==> src/rtl/player_topleft_ctrl_pkg.sv <==
// ---------------------------------------------------------------------------
// player_topleft_ctrl_pkg : shared coordinate type, FSM encoding, clamp helper
// Revision: 1.0
// ---------------------------------------------------------------------------
`default_nettype none

package player_topleft_ctrl_pkg;

  localparam int COORD_W = 11;

  typedef logic [COORD_W-1:0] coord_t;

  typedef enum logic [1:0] {
    ST_IDLE    = 2'd0,
    ST_DRIVE   = 2'd1,
    ST_CRASH   = 2'd2,
    ST_RESPAWN = 2'd3
  } state_t;

  // Two guard bits keep coord+delta free of wrap for any 11-bit coord and step.
  function automatic coord_t sat_add(input coord_t                    coord,
                                     input logic signed [COORD_W+1:0] delta,
                                     input coord_t                    lo,
                                     input coord_t                    hi);
    logic signed [COORD_W+1:0] sum;
    sum = $signed({2'b00, coord}) + delta;
    if (sum < $signed({2'b00, lo})) begin
      return lo;
    end else if (sum > $signed({2'b00, hi})) begin
      return hi;
    end else begin
      return sum[COORD_W-1:0];
    end
  endfunction

endpackage

`default_nettype wire

==> src/rtl/player_topleft_ctrl_step.sv <==
// ---------------------------------------------------------------------------
// coord_step_toward : moves a coordinate toward a target by step, no overshoot
// Revision: 1.0
// ---------------------------------------------------------------------------
`default_nettype none

module coord_step_toward
  import player_topleft_ctrl_pkg::*;
(
  input  logic [COORD_W-1:0] cur,
  input  logic [COORD_W-1:0] target,
  input  logic [COORD_W-1:0] step,
  output logic [COORD_W-1:0] next
);

  logic signed [COORD_W+1:0] delta;
  coord_t                    lo;
  coord_t                    hi;

  always_comb begin
    delta = '0;
    lo    = cur;
    hi    = cur;
    if (cur > target) begin
      delta = -$signed({2'b00, step});
      lo    = target;
    end else if (cur < target) begin
      delta = $signed({2'b00, step});
      hi    = target;
    end
    next = sat_add(cur, delta, lo, hi);
  end

endmodule

`default_nettype wire

==> src/rtl/player_topleft_ctrl.sv <==
// ---------------------------------------------------------------------------
// player_topleft_ctrl : per-frame player car top-left sequencer
//                       (idle / drive / crash / respawn)
// Revision: 1.0
// ---------------------------------------------------------------------------
`default_nettype none

module player_topleft_ctrl
  import player_topleft_ctrl_pkg::*;
#(
  parameter int unsigned INIT_X       = 304,
  parameter int unsigned INIT_Y       = 400,
  parameter int unsigned X_MIN        = 160,
  parameter int unsigned X_MAX        = 448,
  parameter int unsigned STEP_X       = 4,
  parameter int unsigned CRASH_FRAMES = 30,
  parameter int unsigned RESPAWN_STEP = 8
) (
  input  logic               clk,
  input  logic               reset,
  input  logic               startOfFrame,
  input  logic               enable,
  input  logic               leftKey,
  input  logic               rightKey,
  input  logic               collision,
  output logic [COORD_W-1:0] topLeftX,
  output logic [COORD_W-1:0] topLeftY,
  output logic               crashed
);

  localparam int CNT_W = (CRASH_FRAMES > 1) ? $clog2(CRASH_FRAMES) : 1;

  localparam coord_t INIT_X_C       = COORD_W'(INIT_X);
  localparam coord_t INIT_Y_C       = COORD_W'(INIT_Y);
  localparam coord_t X_MIN_C        = COORD_W'(X_MIN);
  localparam coord_t X_MAX_C        = COORD_W'(X_MAX);
  localparam coord_t STEP_X_C       = COORD_W'(STEP_X);
  localparam coord_t RESPAWN_STEP_C = COORD_W'(RESPAWN_STEP);
  localparam logic [CNT_W-1:0] CNT_LOAD_C = CNT_W'(CRASH_FRAMES - 1);

  if (!((X_MIN <= INIT_X) && (INIT_X <= X_MAX) && (X_MAX < 2048))) begin : g_bad_range
    $error("player_topleft_ctrl: need X_MIN <= INIT_X <= X_MAX < 2048");
  end
  if ((STEP_X < 1) || (RESPAWN_STEP < 1) || (CRASH_FRAMES < 1)) begin : g_bad_step
    $error("player_topleft_ctrl: STEP_X, RESPAWN_STEP, CRASH_FRAMES must be >= 1");
  end

  state_t             state_q, state_d;
  coord_t             x_q, x_d;
  coord_t             y_q;
  logic [CNT_W-1:0]   cnt_q, cnt_d;
  logic               latch_q, latch_d;
  logic               crashed_q, crashed_d;

  coord_t             step_target;
  coord_t             step_size;
  coord_t             step_next;

  // One stepper serves both the steering clamp and the respawn approach.
  coord_step_toward u_step (
    .cur    (x_q),
    .target (step_target),
    .step   (step_size),
    .next   (step_next)
  );

  always_comb begin
    step_target = INIT_X_C;
    step_size   = RESPAWN_STEP_C;
    if (state_q == ST_DRIVE) begin
      step_size = STEP_X_C;
      if (leftKey && !rightKey) begin
        step_target = X_MIN_C;
      end else if (rightKey && !leftKey) begin
        step_target = X_MAX_C;
      end else begin
        step_target = x_q;
      end
    end
  end

  always_comb begin
    state_d = state_q;
    x_d     = x_q;
    cnt_d   = cnt_q;

    // A collision arriving on the tick itself is seen directly, not via latch.
    if (startOfFrame || (state_q != ST_DRIVE)) begin
      latch_d = 1'b0;
    end else begin
      latch_d = latch_q | collision;
    end

    if (startOfFrame) begin
      case (state_q)
        ST_IDLE: begin
          x_d = INIT_X_C;
          if (enable) state_d = ST_DRIVE;
        end
        ST_DRIVE: begin
          if (!enable) begin
            state_d = ST_IDLE;
            x_d     = INIT_X_C;
          end else if (latch_q || collision) begin
            state_d = ST_CRASH;
            cnt_d   = CNT_LOAD_C;
          end else begin
            x_d = step_next;
          end
        end
        ST_CRASH: begin
          if (!enable) begin
            state_d = ST_IDLE;
            x_d     = INIT_X_C;
          end else if (cnt_q == '0) begin
            state_d = ST_RESPAWN;
          end else begin
            cnt_d = cnt_q - 1'b1;
          end
        end
        ST_RESPAWN: begin
          if (!enable) begin
            state_d = ST_IDLE;
            x_d     = INIT_X_C;
          end else begin
            x_d = step_next;
            if (step_next == INIT_X_C) state_d = ST_DRIVE;
          end
        end
        default: begin
          state_d = ST_IDLE;
          x_d     = INIT_X_C;
        end
      endcase
    end

    crashed_d = (state_d == ST_CRASH) || (state_d == ST_RESPAWN);
  end

  always_ff @(posedge clk or posedge reset) begin
    if (reset) begin
      state_q   <= ST_IDLE;
      x_q       <= INIT_X_C;
      y_q       <= INIT_Y_C;
      cnt_q     <= '0;
      latch_q   <= 1'b0;
      crashed_q <= 1'b0;
    end else begin
      state_q   <= state_d;
      x_q       <= x_d;
      y_q       <= INIT_Y_C;
      cnt_q     <= cnt_d;
      latch_q   <= latch_d;
      crashed_q <= crashed_d;
    end
  end

  assign topLeftX = x_q;
  assign topLeftY = y_q;
  assign crashed  = crashed_q;

endmodule

`default_nettype wire

==> config.mk <==
export PLATFORM = sky130hd
export DESIGN_NAME = player_topleft_ctrl
export DESIGN_NICKNAME = d
export VERILOG_FILES = /design/src/rtl/player_topleft_ctrl_pkg.sv /design/src/rtl/player_topleft_ctrl_step.sv /design/src/rtl/player_topleft_ctrl.sv
export SDC_FILE = /design/constraint.sdc
export NUM_CORES = 1
export LEC_CHECK = 0
export BUFFER_PORTS_ARGS = -buffer_cell sky130_fd_sc_hd__buf_4
export CORE_MARGIN = 1.5
export CORE_UTILIZATION = 32
export CTS_BUF_LIST = sky130_fd_sc_hd__clkbuf_2 sky130_fd_sc_hd__clkbuf_4 sky130_fd_sc_hd__clkbuf_8
export CTS_CLUSTER_SIZE = 20
export DETAILED_ROUTE_END_ITERATION = 7
export GPL_TIMING_DRIVEN = 0
export SLEW_MARGIN = 30
export SYNTH_ARGS = -nofsm -noshare
export SYNTH_HDL_FRONTEND = slang
export SYNTH_SLANG_ARGS = --single-unit
==> constraint.sdc <==
create_clock -name clk -period 9.05 [get_ports clk]
set_input_delay 1.3575 -clock clk [delete_from_list [all_inputs] [get_ports clk]]
set_output_delay 1.3575 -clock clk [all_outputs]
set_load 0.01 [all_outputs]
==> reports/qor.txt, run 1 <==
outcome -> completed
Final Hold Viols -> 0
Vias/cell -> 5.520
number of synthesized flops with an enable pin -> 0
setup TNS -> 0 ps
largest family of logic cells by synthesized area -> compound AO/OA/AOI/OAI gates
Mapped Area -> 2836 sq um
GR Util met2 -> 27.27%
DIE AREA -> 9438 sq um
Synth Area in Compound Gates -> 25.41%
type of destination of the critical path -> register
DP Wirelength -> 6218 um
diode count -> 0
Fill cells -> 903
Std-Cell Rows -> 34
worst slew pin tran -> 756.0 ps
GR peak layer -> met2
Synth Area in Simple Gates -> 23.86%
Worst-path clk slew -> 80 ps
flop2flop setup slack -> 1570 ps
Max Transition Viols Final -> 0
FF+latch area -> 504.2 sq um
hold buffer count at cts -> 0
Total Wirelength -> 7703 um
Wirelength per Cell -> 15.34 um
max frequency -> 0.1235 GHz
top-count cell post-synth -> ha_1
mux cell area share after synthesis -> 3.926%
Initial Utilization -> 32.85%
clock root buffer -> clkbuf_8
buffer count from post-CTS setup fixing -> 0
FF-to-FF End -> crashed$_DFF_PP0_
post-cts resize count -> 0
xor/xnor share of the synthesized area -> 2.470%
Max Cap Violations -> 0
Max H-tree Level -> 1
Layout Nets -> 445
worst r2r src -> state_q[1]$_DFF_PP0_
crit-path max cell delay -> 520 ps
met1 Use GR -> 22.84%
Synth cell types -> 63
Mapped Cells -> 363
dominant synthesized flop cell -> dfrtp_1
Synth warnings -> 0
clk_lat worst skew -> 250 ps
HP Start -> cnt_q[3]$_DFFE_PP0P_
WP data arrival -> 8240 ps
Remaining DRCs -> 0
remaining global-route overflow -> 0
most frequent cells after synthesis -> 42 x ha_1, 40 x nand2_1, 36 x nor2_1
Core ar. -> 8636 sq um
Synth area leaders -> ha_1 19%, dfrtp_1 15%, nand2_1 5.3%, a21oi_1 5.1%, nor2_1 4.8%
share of layout cells above drive strength 1 -> 13.96%
skew final -> 1.733 ps
Yosys top cell by area -> ha_1
GRT met3 Usage -> 1.007%
routability cong. -> 0.9388
Final period util -> 89.47%
Sink Count -> 20
ANT nets after route -> 0
global router's overall resource usage -> 16.33%
clk buf depth -> 2
via count -> 2,771
slew margin rel. -> 49.54%
adder-cell share of the synthesized area -> 19.23%
number of setup violations in the final report -> 0
Critical Path Sink -> crashed$_DFF_PP0_
Final min period -> 8097 ps
vias in the first global route -> 2,588
HP Class -> reg -> reg
drt initial violations -> 262
area of the multi-input gates -> 2166 sq um
DIE WIDTH -> 97.15 um
Synth Area per Inst -> 7.814 sq um
largest net degree at the start of global routing -> 21
Async SR Flop Fraction -> 100.0%
kind of critical path -> in -> reg
share of the synthesized area in the top cell type -> 18.53%
unrepaired setup endpoints after global routing -> no
first-pass GRT wire length -> 12,840 um
CP required -> 9190 ps
Critical-path top delay cell -> or4b_1
nature of the critical path startpoint -> input pin
CP startpoint -> rightKey
Die Ht -> 97.15 um
CTS Buf Count -> 3
Worst Reg2Reg Path Length in Cells -> 30
CTS tree -> done
initial antenna violation count -> 0
Initial DRT Pass Iterations -> 5
sequential area share after synthesis -> 17.78%
IO Count -> 30
#FFs+latches synth -> 20
CP Max Fanout -> 14
Area Overhead vs Synth -> 13.23%
IO Port Bufs -> 18
==> cell type report <==
class	count	share of cell area [%]
Clock buffer	3	1.286
Buffer	17	3.779
Sequential cell	20	15.70
Multi-Input combinational cell	314	67.43
Inverter	21	2.454
Timing Repair Buffer	18	4.207
Tap cell	108	4.207
Clock inverter	1	0.9349
==> cell families after synthesis <==
logic type,Yosys count
muxes,11
adders and majority gates,43
AOI/OAI and AO/OA,107
other,2
DFF,20
xor gates and xnor gates,8
and+or+nand+nor,134
buffers and inverters,38
==> sequential cells by signal (all words and copies together) (netlist names) <==
signal	count
topLeftX	11
cnt_q	5
latch_q	1
crashed	1
state_q	2
==> cells in the final DEF (no fill, tap or decap), types with 10 or more instances in the layout <==
master,instances
a21oi_1,29
buf_4,31
conb_1,11
dfrtp_1,17
ha_1,42
inv_1,21
mux2i_1,10
nand2_1,40
nand3_1,15
nor2_1,36
o21ai_0,20
==> worst min-delay path by stage <==
stage | to | depth (start not counted)
2_1_floorplan | cnt_q[3]$_DFFE_PP0P_ | 1
3_3_place_gp | cnt_q[3]$_DFFE_PP0P_ | 1
3_5_place_dp | cnt_q[3]$_DFFE_PP0P_ | 1
4_1_cts | cnt_q[3]$_DFFE_PP0P_ | 1
5_1_grt | cnt_q[2]$_DFFE_PP0P_ | 1
6_report | cnt_q[3]$_DFFE_PP0P_ | 1
==> stage by stage <==
step	utilization [%]	area, sq um	std cells	worst slack, ps	hold slack, ps
global placement	36.37	3141	498	837.8	481.2
floorplan	-	2870	372	1927	453.0
CTS	37.19	3212	502	1010	496.3
detailed placement	36.37	3141	498	755.0	481.4
global route	37.19	3212	502	436.9	550.4
finish	37.19	3212	502	952.7	499.8
==> per-layer routing <==
| metal | routed length [um] | vias to the layer above |
|---|---|---|
| met5 | 0 | - |
| met4 | 133 | 0 |
| met3 | 317 | 11 |
| met2 | 3604 | 62 |
| met1 | 3647 | 1330 |
| li1 | - | 1368 |
==> critical path, delay by kind of cell <==
family / cells / cell delay [ps]
AOI/OAI and AO/OA: 9 / 2090
xor gates and xnor gates: 1 / 230
adders and majority gates: 3 / 1030
buffers and inverters: 4 / 810
and+or+nand+nor: 14 / 2710
Power of run 1 is left out: the tool's default activity adds up to more than one toggle a clock period on the data nets, which glitch-free logic cannot reach.
==> run 2: changes to the inputs <==
--- a/config.mk
+++ b/config.mk
@@ -5,6 +5,7 @@
 export SDC_FILE = /design/constraint.sdc
 export NUM_CORES = 1
 export LEC_CHECK = 0
+export ABC_AREA = 1
 export BUFFER_PORTS_ARGS = -buffer_cell sky130_fd_sc_hd__buf_4
 export CORE_MARGIN = 1.5
 export CORE_UTILIZATION = 32
@@ -12,6 +13,7 @@
 export CTS_CLUSTER_SIZE = 20
 export DETAILED_ROUTE_END_ITERATION = 7
 export GPL_TIMING_DRIVEN = 0
+export SKIP_CTS_REPAIR_TIMING = 1
 export SLEW_MARGIN = 30
 export SYNTH_ARGS = -nofsm -noshare
 export SYNTH_HDL_FRONTEND = slang
==> run 2 against run 1 <==
Effect of this change: core utilization rose by 0.16 points; final area rose by 1.9%; synthesized cell count rose by 23%; routed wire length fell by 2.9%; register-to-register slack improved by 1800 ps; critical path depth rose by 6; fmax rose by 26%; clock-buffer cell count rose by 1; global-route usage fell by 0.46 points; final cell count rose by 16%; critical endpoint is now state_q[1]$_DFF_PP0_.
==> reports/qor.txt, run 2 <==
outcome -> completed
HP Class -> reg -> reg
IO Count -> 30 (unchanged)
initial antenna violation count -> 0 (unchanged)
number of setup violations in the final report -> 0 (unchanged)
IO Port Bufs -> 18 (unchanged)
unrepaired setup endpoints after global routing -> no
Synth cell types -> 39 (-38%)
Max H-tree Level -> 1 (unchanged)
kind of critical path -> in -> reg
dominant synthesized flop cell -> dfrtp_1
largest net degree at the start of global routing -> 21 (unchanged)
Finished Layout Cells -> 584 (+16%)
DIE WIDTH -> 98.53 um (+1.4%)
Max Transition Viols Final -> 0 (unchanged)
top-count cell post-synth -> nand2_1
GR peak layer -> met2
Synth area leaders -> ha_1 18%, dfrtp_1 15%, nand2_1 13%, inv_1 9.5%, nand3_1 5.8%
drt initial violations -> 196 (-25%)
Async SR Flop Fraction -> 100.0% (unchanged)
hold depth -> 2 (+1)
commonest non-fill, non-tap cell in the layout -> nand2_1
Worst Reg2Reg Path Length in Cells -> 35 (+17%)
CTS tree -> done
Die Ht -> 98.53 um (+1.4%)
Max Cap Violations -> 0 (unchanged)
ANT nets after route -> 0 (unchanged)
via count -> 2,842 (+2.6%)
Initial Utilization -> 33.32% (+0.48 points)
type of destination of the critical path -> register
post-layout util -> 37.35% (+0.16 points)
Wirelength per Cell -> 12.81 um (-17%)
GR Util met2 -> 28.87% (+1.6 points)
share of layout cells above drive strength 1 -> 13.24% (-0.72 points)
Synth Area per Inst -> 6.562 sq um (-16%)
DIE AREA -> 9708 sq um (+2.9%)
WP data arrival -> 6550 ps (-1690 ps)
share of the synthesized area in the top cell type -> 17.99% (-0.53 points)
clk buf depth -> 2 (unchanged)
most used cell along the critical path -> nand2_1
GRT met3 Usage -> 0.7092% (-0.30 points)
vias in the first global route -> 2,846 (+10%)
Synth warnings -> 0 (unchanged)
most frequent cells after synthesis -> 102 x nand2_1, 74 x inv_1, 42 x ha_1
crit-path max cell delay -> 440 ps (-80 ps)
Final period util -> 71.07% (-18 points)
Vias/cell -> 4.866 (-12%)
Final min period -> 6432 ps (-1665 ps)
Layout Nets -> 527 (+18%)
diode count -> 0 (unchanged)
sequential area share after synthesis -> 17.27% (-0.51 points)
dpl cells -> 580 (+16%)
Core ar. -> 8763 sq um (+1.5%)
Total Wirelength -> 7481 um (-2.9%)
Std-Cell Rows -> 34 (unchanged)
CP Max Fanout -> 10 (-4)
#FFs+latches synth -> 20 (unchanged)
most frequent cells in the layout -> 102 x nand2_1, 74 x inv_1, 42 x ha_1
Yosys top cell by area -> ha_1
Critical-path top delay cell -> fa_1
clk_lat worst skew -> 250 ps (about the same)
DP Wirelength -> 6341 um (+2.0%)
Remaining DRCs -> 0 (unchanged)
slew margin rel. -> 47.83% (-1.7 points)
first-pass GRT wire length -> 12,860 um (+0.16%)
max frequency -> 0.1555 GHz (+26%)
Area Overhead vs Synth -> 12.08%
met1 Use GR -> 20.80% (-2.0 points)
global router's overall resource usage -> 15.87% (-0.46 points)
Initial DRT Pass Iterations -> 4 (-1)
nature of the critical path startpoint -> input pin
Final Hold Viols -> 0 (unchanged)
remaining global-route overflow -> 0 (unchanged)
Hold WS -> 516.1 ps (+16.28 ps)
worst slew pin tran -> 781.7 ps (+25.66 ps)
CP required -> 9170 ps (-20 ps)
clock root buffer -> clkbuf_8
number of synthesized flops with an enable pin -> 0 (unchanged)
max FFs per register -> 11 (unchanged)
CTS Buf Count -> 3 (unchanged)
Mapped Cells -> 445 (+23%)
skew final -> 2.647 ps (+0.9145 ps)
Mapped Area -> 2920 sq um (+3.0%)
Worst-path clk slew -> 70 ps (about the same)
Sink Count -> 20 (unchanged)
setup TNS -> 0 ps (unchanged)
routability cong. -> 0.8778 (-6.5%)
[run 2: cell types whose count changed after synthesis, sizes merged, moves of 5 or more]
cell    previous run  this run
a31oi              5         0
inv               21        77
mux2i             10         0
nand2             40       111
nand2b             6         0
nand3             16        37
nor2              36        22
nor2b              7         0
nor3               5        12
o211ai             6         0
o21ai             25        31
[run 2: worst paths after layout]
| path | slack (ps) | to | start |
|---|---|---|---|
| worst min-delay path | 520 | cnt_q[1]$_DFFE_PP0P_ | cnt_q[1]$_DFFE_PP0P_ |
| max in group asynchronous | 7310 | topLeftX[6]$_DFFE_PP0P_ | reset |
| min in group asynchronous | 1250 | topLeftX[0]$_DFFE_PP0P_ | reset |
| worst max-delay path | 2620 | state_q[1]$_DFF_PP0_ | leftKey |
| worst max register to register | 3340 | state_q[1]$_DFF_PP0_ | state_q[1]$_DFF_PP0_ |
| worst min register to register | 520 | cnt_q[1]$_DFFE_PP0P_ | cnt_q[1]$_DFFE_PP0P_ |
[run 2: metrics by stage]
step                cell area, sq um  worst slack (ps)
global placement                3224              2453
CTS                             3273              2583
floorplan                       2954              3307
global route                    3273              2026
detailed placement              3224              2330
finish                          3273              2618
[run 2: cells by family after synthesis]
group                      synth area share [%]
and+or+nand+nor                           30.16
buffers and inverters                     15.64
AOI/OAI and AO/OA                         15.59
adders and majority gates                 18.68
DFF                                       17.27
xor gates and xnor gates                  2.399
other                                    0.2572
[run 2: routing by layer]
| metal | share of wire (%) | vias to the layer above | wire, um |
|---|---|---|---|
| met3 | 2.7 | 6 | 199 |
| met4 | 1.0 | 0 | 76 |
| met2 | 49 | 53 | 3664 |
| met5 | 0 | - | 0 |
| li1 | - | 1492 | - |
| met1 | 47 | 1291 | 3541 |
[run 2: critical path, delay by kind of cell]
family,cells,cell delay (ps)
buf+inv,6,730
fa+ha+maj,4,1300
compound gates,5,880
xor+xnor,1,170
simple gates,21,2120
[run 2: final cells by class]
type | count | area, sq um
buffer | 20 | 158.9
clock buffer | 4 | 48.80
fill | 977 | 5490
inverter | 79 | 297.8
multi-input combinational | 335 | 1993
sequential | 20 | 504.2
tap | 108 | 135.1
timing repair buffer | 18 | 135.1
Power of run 2 is left out for the same reason.
==> run 3: changes to the inputs <==
==> constraint.sdc (replaced) <==
create_clock -name clk -period 5.2 [get_ports clk]
set_input_delay 0.78 -clock clk [delete_from_list [all_inputs] [get_ports clk]]
set_output_delay 0.78 -clock clk [all_outputs]
set_load 0.01 [all_outputs]
==> run 3 against run 2 <==
Effect of this change: the flow now finishes with violations (negative setup slack); via count increased by 5.4%; sequential cell count unchanged; critical path depth increased by 3; global-route usage unchanged; core utilization increased by 7.1 points; largest cell class unchanged.
==> reports/qor.txt, run 3 (synthesis results as in run 2) <==
setup TNS -> -349.4 ps (-349.4 ps)
Initial DRT Pass Iterations -> 4 (unchanged)
Max Transition Viols Final -> 0 (unchanged)
share of layout cells above drive strength 1 -> 32.45% (+19 points)
CP Max Fanout -> 10 (unchanged)
most frequent cells in the layout -> 79 x nand2_1, 63 x inv_1, 37 x buf_4
IO Port Bufs -> 18 (unchanged)
Std-Cell Rows -> 34 (unchanged)
Core ar. -> 8763 sq um (unchanged)
clock root buffer -> clkbuf_8
post-layout util -> 44.43% (+7.1 points)
largest net degree at the start of global routing -> 21 (unchanged)
Layout Nets -> 541 (+2.7%)
ANT nets after route -> 0 (unchanged)
DP Wirelength -> 6341 um (unchanged)
CTS Buf Count -> 3 (unchanged)
Final Hold Viols -> 0 (unchanged)
routability cong. -> 0.8778 (unchanged)
remaining global-route overflow -> 0 (unchanged)
skew final -> 2.166 ps (-0.4811 ps)
Die Ht -> 98.53 um (unchanged)
initial antenna violation count -> 0 (unchanged)
slew margin rel. -> 48.54% (+0.71 points)
Hold WS -> 516.1 ps (-0.001000 ps)
global router's overall resource usage -> 15.87% (unchanged)
post-route cell area -> 3894 sq um (+19%)
CP required -> 5330 ps (-3840 ps)
Area Overhead vs Synth -> 33.33%
clk buf depth -> 2 (unchanged)
commonest non-fill, non-tap cell in the layout -> nand2_1
HP Class -> reg -> reg
failing checks -> negative setup slack
clk_lat worst skew -> 250 ps (about the same)
outcome -> finished with violations
Worst-path clk slew -> 70 ps (about the same)
Max Cap Violations -> 0 (unchanged)
Final period util -> 103.4%
max frequency -> 0.1860 GHz
number of setup violations in the final report -> 2 (+2)
nature of the critical path startpoint -> input pin
DIE WIDTH -> 98.53 um (unchanged)
vias in the first global route -> 2,846 (unchanged)
diode count -> 0 (unchanged)
WP data arrival -> 5500 ps (-1050 ps)
CTS tree -> done
Placed Area -> 3224 sq um (unchanged)
Wirelength per Cell -> 13.95 um (+8.9%)
worst slew pin tran -> 771.0 ps (-10.70 ps)
Final min period -> 5375 ps
Critical-path top delay cell -> fa_2
Vias/cell -> 5.010 (+3.0%)
type of destination of the critical path -> register
Sink Count -> 20 (unchanged)
Remaining DRCs -> 0 (unchanged)
Total Wirelength -> 8340 um (+11%)
max FFs per register -> 11 (unchanged)
IO Count -> 30 (unchanged)
crit-path max cell delay -> 410 ps (-30 ps)
drt initial violations -> 139 (-29%)
first-pass GRT wire length -> 12,860 um (unchanged)
kind of critical path -> in -> reg
Initial Utilization -> 33.32% (unchanged)
via count -> 2,996 (+5.4%)
unrepaired setup endpoints after global routing -> yes
final worst slack -> -174.9 ps (-2793 ps)
Max H-tree Level -> 1 (unchanged)
DIE AREA -> 9708 sq um (unchanged)
## run 3: changes by cell type in the layout (fill, tap and decap cells not counted), moves of 8 or more
cell / delta
nand2_2: +18
inv_1: -11
ha_4: +9
a21oi_1: -9
ha_1: -9
nand3_1: -8
nand2_1: -23
## run 3: critical path, delay by kind of cell
| family | cells | cell delay [ps] |
|---|---|---|
| XOR/XNOR | 1 | 180 |
| AND/OR/NAND/NOR | 20 | 2010 |
| adder cells (fa/ha/maj) | 4 | 1170 |
| AO/OA/AOI/OAI | 5 | 480 |
| buffers and inverters | 10 | 860 |
## run 3: worst paths after layout
path / startpoint / end / slack [ps] / cells past startpoint
min in group asynchronous: reset / topLeftX[0]$_DFFE_PP0P_ / 660 / 2
setup / recovery: leftKey / state_q[1]$_DFF_PP0_ / -170 / 40
setup reg to reg: state_q[1]$_DFF_PP0_ / state_q[1]$_DFF_PP0_ / -110 / 38
max in group asynchronous: reset / topLeftX[6]$_DFFE_PP0P_ / 4050 / 2
hold / removal: cnt_q[1]$_DFFE_PP0P_ / cnt_q[1]$_DFFE_PP0P_ / 520 / 2
hold reg to reg: cnt_q[1]$_DFFE_PP0P_ / cnt_q[1]$_DFFE_PP0P_ / 520 / 2
## run 3: metrics by stage
stage                     worst slack, ps  instances
after global placement             -819.7        580
after CTS                          -689.8        584
after detailed placement           -942.2        580
final                              -174.9        598
after global routing               -421.1        598
after floorplan                     34.89        454
## run 3: per-layer routing
| layer | track usage, % | share of wire, % | wire length, um |
|---|---|---|---|
| met5 | 0 | 0 | 0 |
| met2 | 28.87 | 51 | 4231 |
| met4 | 3.467 | 1.8 | 154 |
| met3 | 0.7092 | 2.6 | 218 |
| met1 | 20.80 | 45 | 3735 |
## run 3: area by class of cell
cell class	instances	area, sq um
Fill cell	908	4870
Inverter	79	312.8
Tap cell	108	135.1
Sequential cell	20	504.2
Timing Repair Buffer	31	264.0
Clock buffer	4	48.80
Buffer	20	177.7
Multi-Input combinational cell	336	2451
Power of run 3 is left out for the same reason.
